--- src/rtl/mem_wb_stage.sv ---
`default_nettype none
// ============================================================================
// Module   : mem_wb_stage
// Purpose  : Memory stage (data-cache request + stall) and MEM/WB register.
// Revision : 1.0
// ============================================================================
module mem_wb_stage #(
    parameter int STALL_CNT_W = 16
) (
    input  logic                   CLK,
    input  logic                   nRST,
    input  logic                   memcuDRE,
    input  logic                   memcuDWE,
    input  logic                   memcuHALT,
    input  logic                   memMemToReg,
    input  logic                   memWEN,
    input  logic [4:0]             memwsel,
    input  logic [31:0]            memOutput_Port,
    input  logic [31:0]            memrdat2,
    input  logic [31:0]            meminstr,
    input  logic                   memLUIflag,
    input  logic                   memadv,
    input  logic                   dhit,
    input  logic [31:0]            dmemload,
    output logic                   dmemREN,
    output logic                   dmemWEN,
    output logic [31:0]            dmemaddr,
    output logic [31:0]            dmemstore,
    output logic                   mem_stall,
    output logic                   wbWEN,
    output logic [4:0]             wbwsel,
    output logic [31:0]            wbwdat,
    output logic [31:0]            wbinstr,
    output logic                   wbHALT,
    output logic [STALL_CNT_W-1:0] stall_cycles
);

    typedef enum logic [1:0] {
        IDLE = 2'd0,
        BUSY = 2'd1,
        DONE = 2'd2
    } state_t;

    state_t                   state_q, state_d;
    logic [31:0]              ldbuf_q;
    logic                     wbWEN_q;
    logic [4:0]               wbwsel_q;
    logic [31:0]              wbwdat_q, wdat_d;
    logic [31:0]              wbinstr_q;
    logic                     wbHALT_q;
    logic [STALL_CNT_W-1:0]   stall_q;

    logic mem_op, active, req, adv, retire;

    // Requests are gated by nRST so they drop the instant reset asserts.
    always_comb begin
        mem_op    = (memcuDRE | memcuDWE) & ~wbHALT_q;
        active    = (state_q != DONE);
        req       = active & mem_op & nRST;
        dmemWEN   = req & memcuDWE;
        dmemREN   = req & memcuDRE & ~memcuDWE;
        mem_stall = req & ~dhit;
        adv       = memadv & ~mem_stall;
        retire    = active & ~mem_stall & ~wbHALT_q;
    end

    always_comb begin
        state_d = state_q;
        case (state_q)
            IDLE: begin
                if (mem_op && !dhit)
                    state_d = BUSY;
                else if (retire && !adv)
                    state_d = DONE;
            end
            BUSY: begin
                if (dhit)
                    state_d = adv ? IDLE : DONE;
            end
            DONE: begin
                if (adv)
                    state_d = IDLE;
            end
            default: state_d = IDLE;
        endcase
    end

    always_comb begin
        wdat_d = memOutput_Port;
        if (memMemToReg)
            wdat_d = dhit ? dmemload : ldbuf_q;
        else if (memLUIflag)
            wdat_d = {meminstr[15:0], 16'h0000};
    end

    always_ff @(posedge CLK or negedge nRST) begin
        if (!nRST) begin
            state_q   <= IDLE;
            ldbuf_q   <= '0;
            wbWEN_q   <= 1'b0;
            wbwsel_q  <= '0;
            wbwdat_q  <= '0;
            wbinstr_q <= '0;
            wbHALT_q  <= 1'b0;
            stall_q   <= '0;
        end else begin
            state_q <= state_d;
            if (dhit && memcuDRE)
                ldbuf_q <= dmemload;
            // A held instruction retires once; later cycles are bubbles.
            if (retire) begin
                wbWEN_q   <= memWEN;
                wbwsel_q  <= memwsel;
                wbwdat_q  <= wdat_d;
                wbinstr_q <= meminstr;
                if (memcuHALT)
                    wbHALT_q <= 1'b1;
            end else begin
                wbWEN_q <= 1'b0;
            end
            if (mem_stall && (stall_q != '1))
                stall_q <= stall_q + STALL_CNT_W'(1);
        end
    end

    assign dmemaddr     = memOutput_Port;
    assign dmemstore    = memrdat2;
    assign wbWEN        = wbWEN_q;
    assign wbwsel       = wbwsel_q;
    assign wbwdat       = wbwdat_q;
    assign wbinstr      = wbinstr_q;
    assign wbHALT       = wbHALT_q;
    assign stall_cycles = stall_q;

endmodule
`default_nettype wire
--- config.mk ---
export PLATFORM = sky130hd
export DESIGN_NAME = mem_wb_stage
export DESIGN_NICKNAME = d
export VERILOG_FILES = /design/src/rtl/mem_wb_stage.sv
export SDC_FILE = /design/constraint.sdc
export NUM_CORES = 1
export LEC_CHECK = 0
export BUFFER_PORTS_ARGS = -buffer_cell sky130_fd_sc_hd__buf_2
export CORE_MARGIN = 3
export CORE_UTILIZATION = 46
export CTS_CLUSTER_SIZE = 12
export DETAILED_ROUTE_END_ITERATION = 8
export PLACE_DENSITY = 0.91
export SLEW_MARGIN = 20
export SYNTH_ARGS = -nofsm -noshare
export SYNTH_HDL_FRONTEND = slang
export SYNTH_SLANG_ARGS = --single-unit
--- constraint.sdc ---
create_clock -name CLK -period 1.8 [get_ports CLK]
set_input_delay 0.27 -clock CLK [delete_from_list [all_inputs] [get_ports CLK]]
set_output_delay 0.27 -clock CLK [all_outputs]
set_load 0.02 [all_outputs]
### Word level (Yosys, flattened, before mapping)

Index checks and enable logic that the tools add are counted.

* register bits after elaboration: 121
* input port bits: 143
* output and inout port bits: 154
* logic and storage cells: 50

* add/sub/neg operators: 1
* eq/ne operators: 7
* multiplexer cells: 10
* bitwise logic cells: 15
* reductions and logical operators: 9

Operator list (number)
* two-way mux 32 bit: 3
* adder 16 x 1 -> 16 bit (second input constant): 1
* inequality test 16 bit (second input constant): 1
* bitwise AND 1 bit: 10
* two-way mux 2 bit: 5
* inequality test 2 bit (second input constant): 3
* one-hot mux 2 bit (3 select lines): 1
* logical AND 1 bit: 4
* inverter 1 bit: 4
* inequality test 3 bit (second input constant): 1
* AND reduction 3 bit: 1
* equality test 2 x 1 -> 1 bit (second input constant): 1
* equality test 2 bit (second input constant): 1
* zero test 1 bit: 2
* zero test 2 bit: 1
* AND reduction 2 bit: 1
* two-way mux 1 bit: 1
* OR 1 bit: 1

### Depth between registers and ports, before layout

* depth after elaboration: 12
* depth in mapped cells: 8
* gate-level depth less buffers: 6

### Worst setup path before layout

OpenSTA, ideal clock, no wires.

* path type: register to register
* from: register stall_q[0] (netlist: stall_cycles[0])
* to: register stall_q[1] (netlist: stall_cycles[1])
* setup time: 128 ps
* arrival time: 1622 ps
* path slack: 50 ps
* cell stages (with the launch flop): 6
* buffers on the path: 0
* clock period less this slack: 1750 ps
* path through: dfrtp_1 ha_1 and4_1 nand3_1 o21a_2 mux2_1

* cells in the longest elaborated chain, start to end: 2

Ends and longest elaborated chain
* start, declared: RTL line 51 `logic [STALL_CNT_W-1:0] stall_q;`
* start signal, assigned: RTL line 122 `stall_q <= stall_q + STALL_CNT_W'(1);`
* parallel branches: the longest is 2 deep, another holds adder 16 x 1 -> 16 bit

Several ways; the timed one is not identified.
A chain may end at the register's enable or synchronous reset.

### Worst setup path in the final report

* from: register state_q[1]
* to: output dmemREN

* cells in the longest elaborated chain, start to end: 5

Ends and longest elaborated chain
* start, declared: RTL line 44 `state_t state_q, state_d;`
* start signal, assigned: RTL line 107 `state_q <= state_d;`
* inequality test 2 bit: RTL line 58 `active = (state_q != DONE);`
* bitwise AND 1 bit (2 in a row): RTL line 59 `req = active & mem_op & nRST;`
* bitwise AND 1 bit (2 in a row): RTL line 61 `dmemREN = req & memcuDRE & ~memcuDWE;`
* end, declared: RTL line 25 `output logic dmemREN,`

Every way passes these cells.

==> qor.txt <==
Outcome: completed
Drt first pass iters: 5
Boundary Pins: 297
CP top delay family: simple AND/OR/NAND/NOR gates
P&R area growth vs syn: 26.3%
WP buf/inv: 1
DR vias: 4793
ANT nets after route: 0
Syn. warnings: 0
Max-Cap Viols: 0
Post-DP Area: 6890 µm²
Placed insts: 908
Worst slew pin tran: 647 ps
Initial DRC Count: 387
Row Count: 40
Maximum clock path buffer count: 2
Max IR drop VDD: 0.931 mV
#FFs+latches synth: 121
Worst Skew: 6.79 ps
Grt ovf: 0
Root buf cell: clkbuf_16
Critical path class: reg2out
Ant. Diodes: 0
Most used DFF post-synth: dfrtp_1
Final Max Tran Viols: 0
Initial Util: 48.4%
Chip height: 120 µm
Leak Pwr: 3.88 nW
TritonCTS clock tree: yes
Crit-path cells: nor2b_4 > nor2_4 > and4b_1 > buf_6
Pwr dens: 1460 nW/µm²
NumNets Final: 907
CTS sink count: 121
Port Buffers: 232
CP max-delay cell: dfrtp_1
Netlist cell types: 36
Final Hold Viols: 0
Number of synthesized flops with an enable pin: 0
Vias/cell: 5.08
Core area: 12300 µm²
Final Wtd Congestion: 0.902
Clock Pin Slew Worst Setup and Hold Paths: 50 ps
Die area: 14400 µm²
Critical Path Sink Type: primary output
Final Instance Area: 7530 µm²
Slowest stage delay, CP: 410 ps
F_max: 560 MHz
TritonCTS Buffers: 17
Mapped Area: 5960 µm²
Tot GR Track Use: 21.8%
Worst hold path class: in2reg
Initial antenna violation count: 2
Share of cells above drive strength 1: 45.8%
Drt wl/cell: 16.6 µm
Total number of H-tree levels: 4
Routed wire length: 15700 µm
Finished Layout Cells: 943
Drt drc: 0
Slew headroom: 56.9%
Req. time, crit path: 1530 ps
Worst hold start: meminstr[31]
Worst Setup Slack, final: 14.2 ps
Pin count of the biggest net entering global routing: 120
Vias in the first global route: 4891
Syn Inst Count: 589
Critical path origin: state_q[1]
Pre-CTS setup slack: 18.2 ps
Synth Area per Inst: 10.1 µm²
Post-synthesis sequential area ratio: 50.8%
Global-route wire length before repair: 24600 µm
RSZ-0062 raised after global routing: true
Detail Placement HPWL: 11100 µm
Die X: 120 µm
Worst skew pair latency: 410 ps
Final setup vio count: 0
Fin crit period: 1790 ps
Critical path arrival: 1520 ps
Fin util: 61.1%
Crit Path Max Fanout: 5
Syn_nets: 733
Final period util: 99.2%
CP startpoint kind: register
R2r startpoint: stall_cycles[0]
Async set or reset register ratio after synthesis: 100%
==> worst min-delay path: stages <==
cell     delay, ps
buf_2           70
nand2_1         40
nand2_1         50
==> layout make-up <==
class,count,area [µm²]
Fill cell,997,4790
Sequential cell,121,3030
Multi-Input combinational cell,372,2350
Timing Repair Buffer,249,1370
Clock buffer,23,488
Tap cell,168,210
Clock inverter,8,70.1
Inverter,2,7.51
==> cells in the final DEF, fill, tap and decap left out, types with 2 or more instances in the layout <==
master / n
a21oi_1: 17
a221oi_1: 16
and3_1: 3
and4b_1: 2
buf_12: 5
buf_2: 229
buf_4: 12
clkbuf_1: 2
clkbuf_16: 17
clkbuf_8: 4
clkinv_2: 5
clkinvlp_4: 2
dfrtp_1: 119
dfrtp_2: 2
dlygate4sd3_1: 2
inv_1: 2
mux2_2: 64
mux2i_1: 16
nand2_1: 137
nand2_2: 2
nand3_1: 4
nand4_1: 3
nor2_1: 57
nor3_2: 3
o21ai_1: 16
xnor2_1: 10
xor2_1: 5
==> registers in the layout, summed over array words and instances (netlist names) <==
name	count
state_q	2
wbwsel	5
wbinstr	32
wbWEN	1
wbHALT	1
ldbuf_q	32
wbwdat	32
stall_cycles	16
==> through the flow <==
step           power, mW  hold WS (ps)  TNS (ps)
2_1_floorplan       6.54         -25.6         0
5_1_grt             11.7          43.6      -111
6_report            11.0          48.5         0
3_5_place_dp        7.88          95.3         0
3_3_place_gp        7.71          92.6         0
4_1_cts             11.1          32.2         0
==> Yosys cell counts, drive strengths merged, types with 3 or more instances <==
cell      n  share of area (%)
nand2   139                8.8
dfrtp   121                 51
buf      79                9.3
mux2     65                 12
nor2     58                3.7
a21oi    17                1.4
a221oi   16                2.4
mux2i    16                2.7
o21ai    16                1.3
clkbuf   15               0.94
xnor2    10                1.5
nand3     5               0.42
xor2      5               0.73
nor3      4               0.59
and3      3               0.31
nand4     3               0.31
==> power by group <==
| group | switching [mW] | internal (mW) | total, mW |
|---|---|---|---|
| sequential | 0.504 | 3.62 | 4.13 |
| clock | 1.14 | 2.02 | 3.16 |
| combinational | 2.37 | 1.36 | 3.73 |
==> metal layers <==
metal | vias up | routed length [µm] | global-route usage (%)
met5 | - | 27 | 0
met4 | 4 | 289 | 8.02
met3 | 33 | 1290 | 7.45
met2 | 229 | 7820 | 36.8
met1 | 2274 | 6240 | 25.9
li1 | 2253 | - | -
==> final timing paths <==
check                                       end  cells past startpoint  slack, ps
worst max register to register  stall_cycles[1]                      5         40
worst max-delay path                    dmemREN                      4         10
max in group asynchronous           ldbuf_q[29]                      3        710
min in group asynchronous             wbwdat[3]                      2        220
worst min register to register      wbinstr[20]                      2        470
worst min-delay path                wbinstr[31]                      3         50
==> cells by family (layout without fill, tap and decap cells) <==
group	count (synthesis)	after routing	synth area share [%]
buffers and inverters	96	282	10.4
xor gates and xnor gates	15	15	2.20
muxes	81	81	15.0
DFF	121	121	50.8
adders and majority gates	1	1	0.210
AOI/OAI and AO/OA	55	55	6.05
and+or+nand+nor	220	220	15.3
==> what timing repair did <==
item | CTS | global route
endpoints found under the setup margin | 3 | 8
pin swaps | 1 | 4
resized for setup | 6 | 6
hold endpoints to repair | 3 | 0
hold buffers | 2 | 0
buffers inserted | 1 | 1
Note: power is estimated with default switching activity, not from simulation.
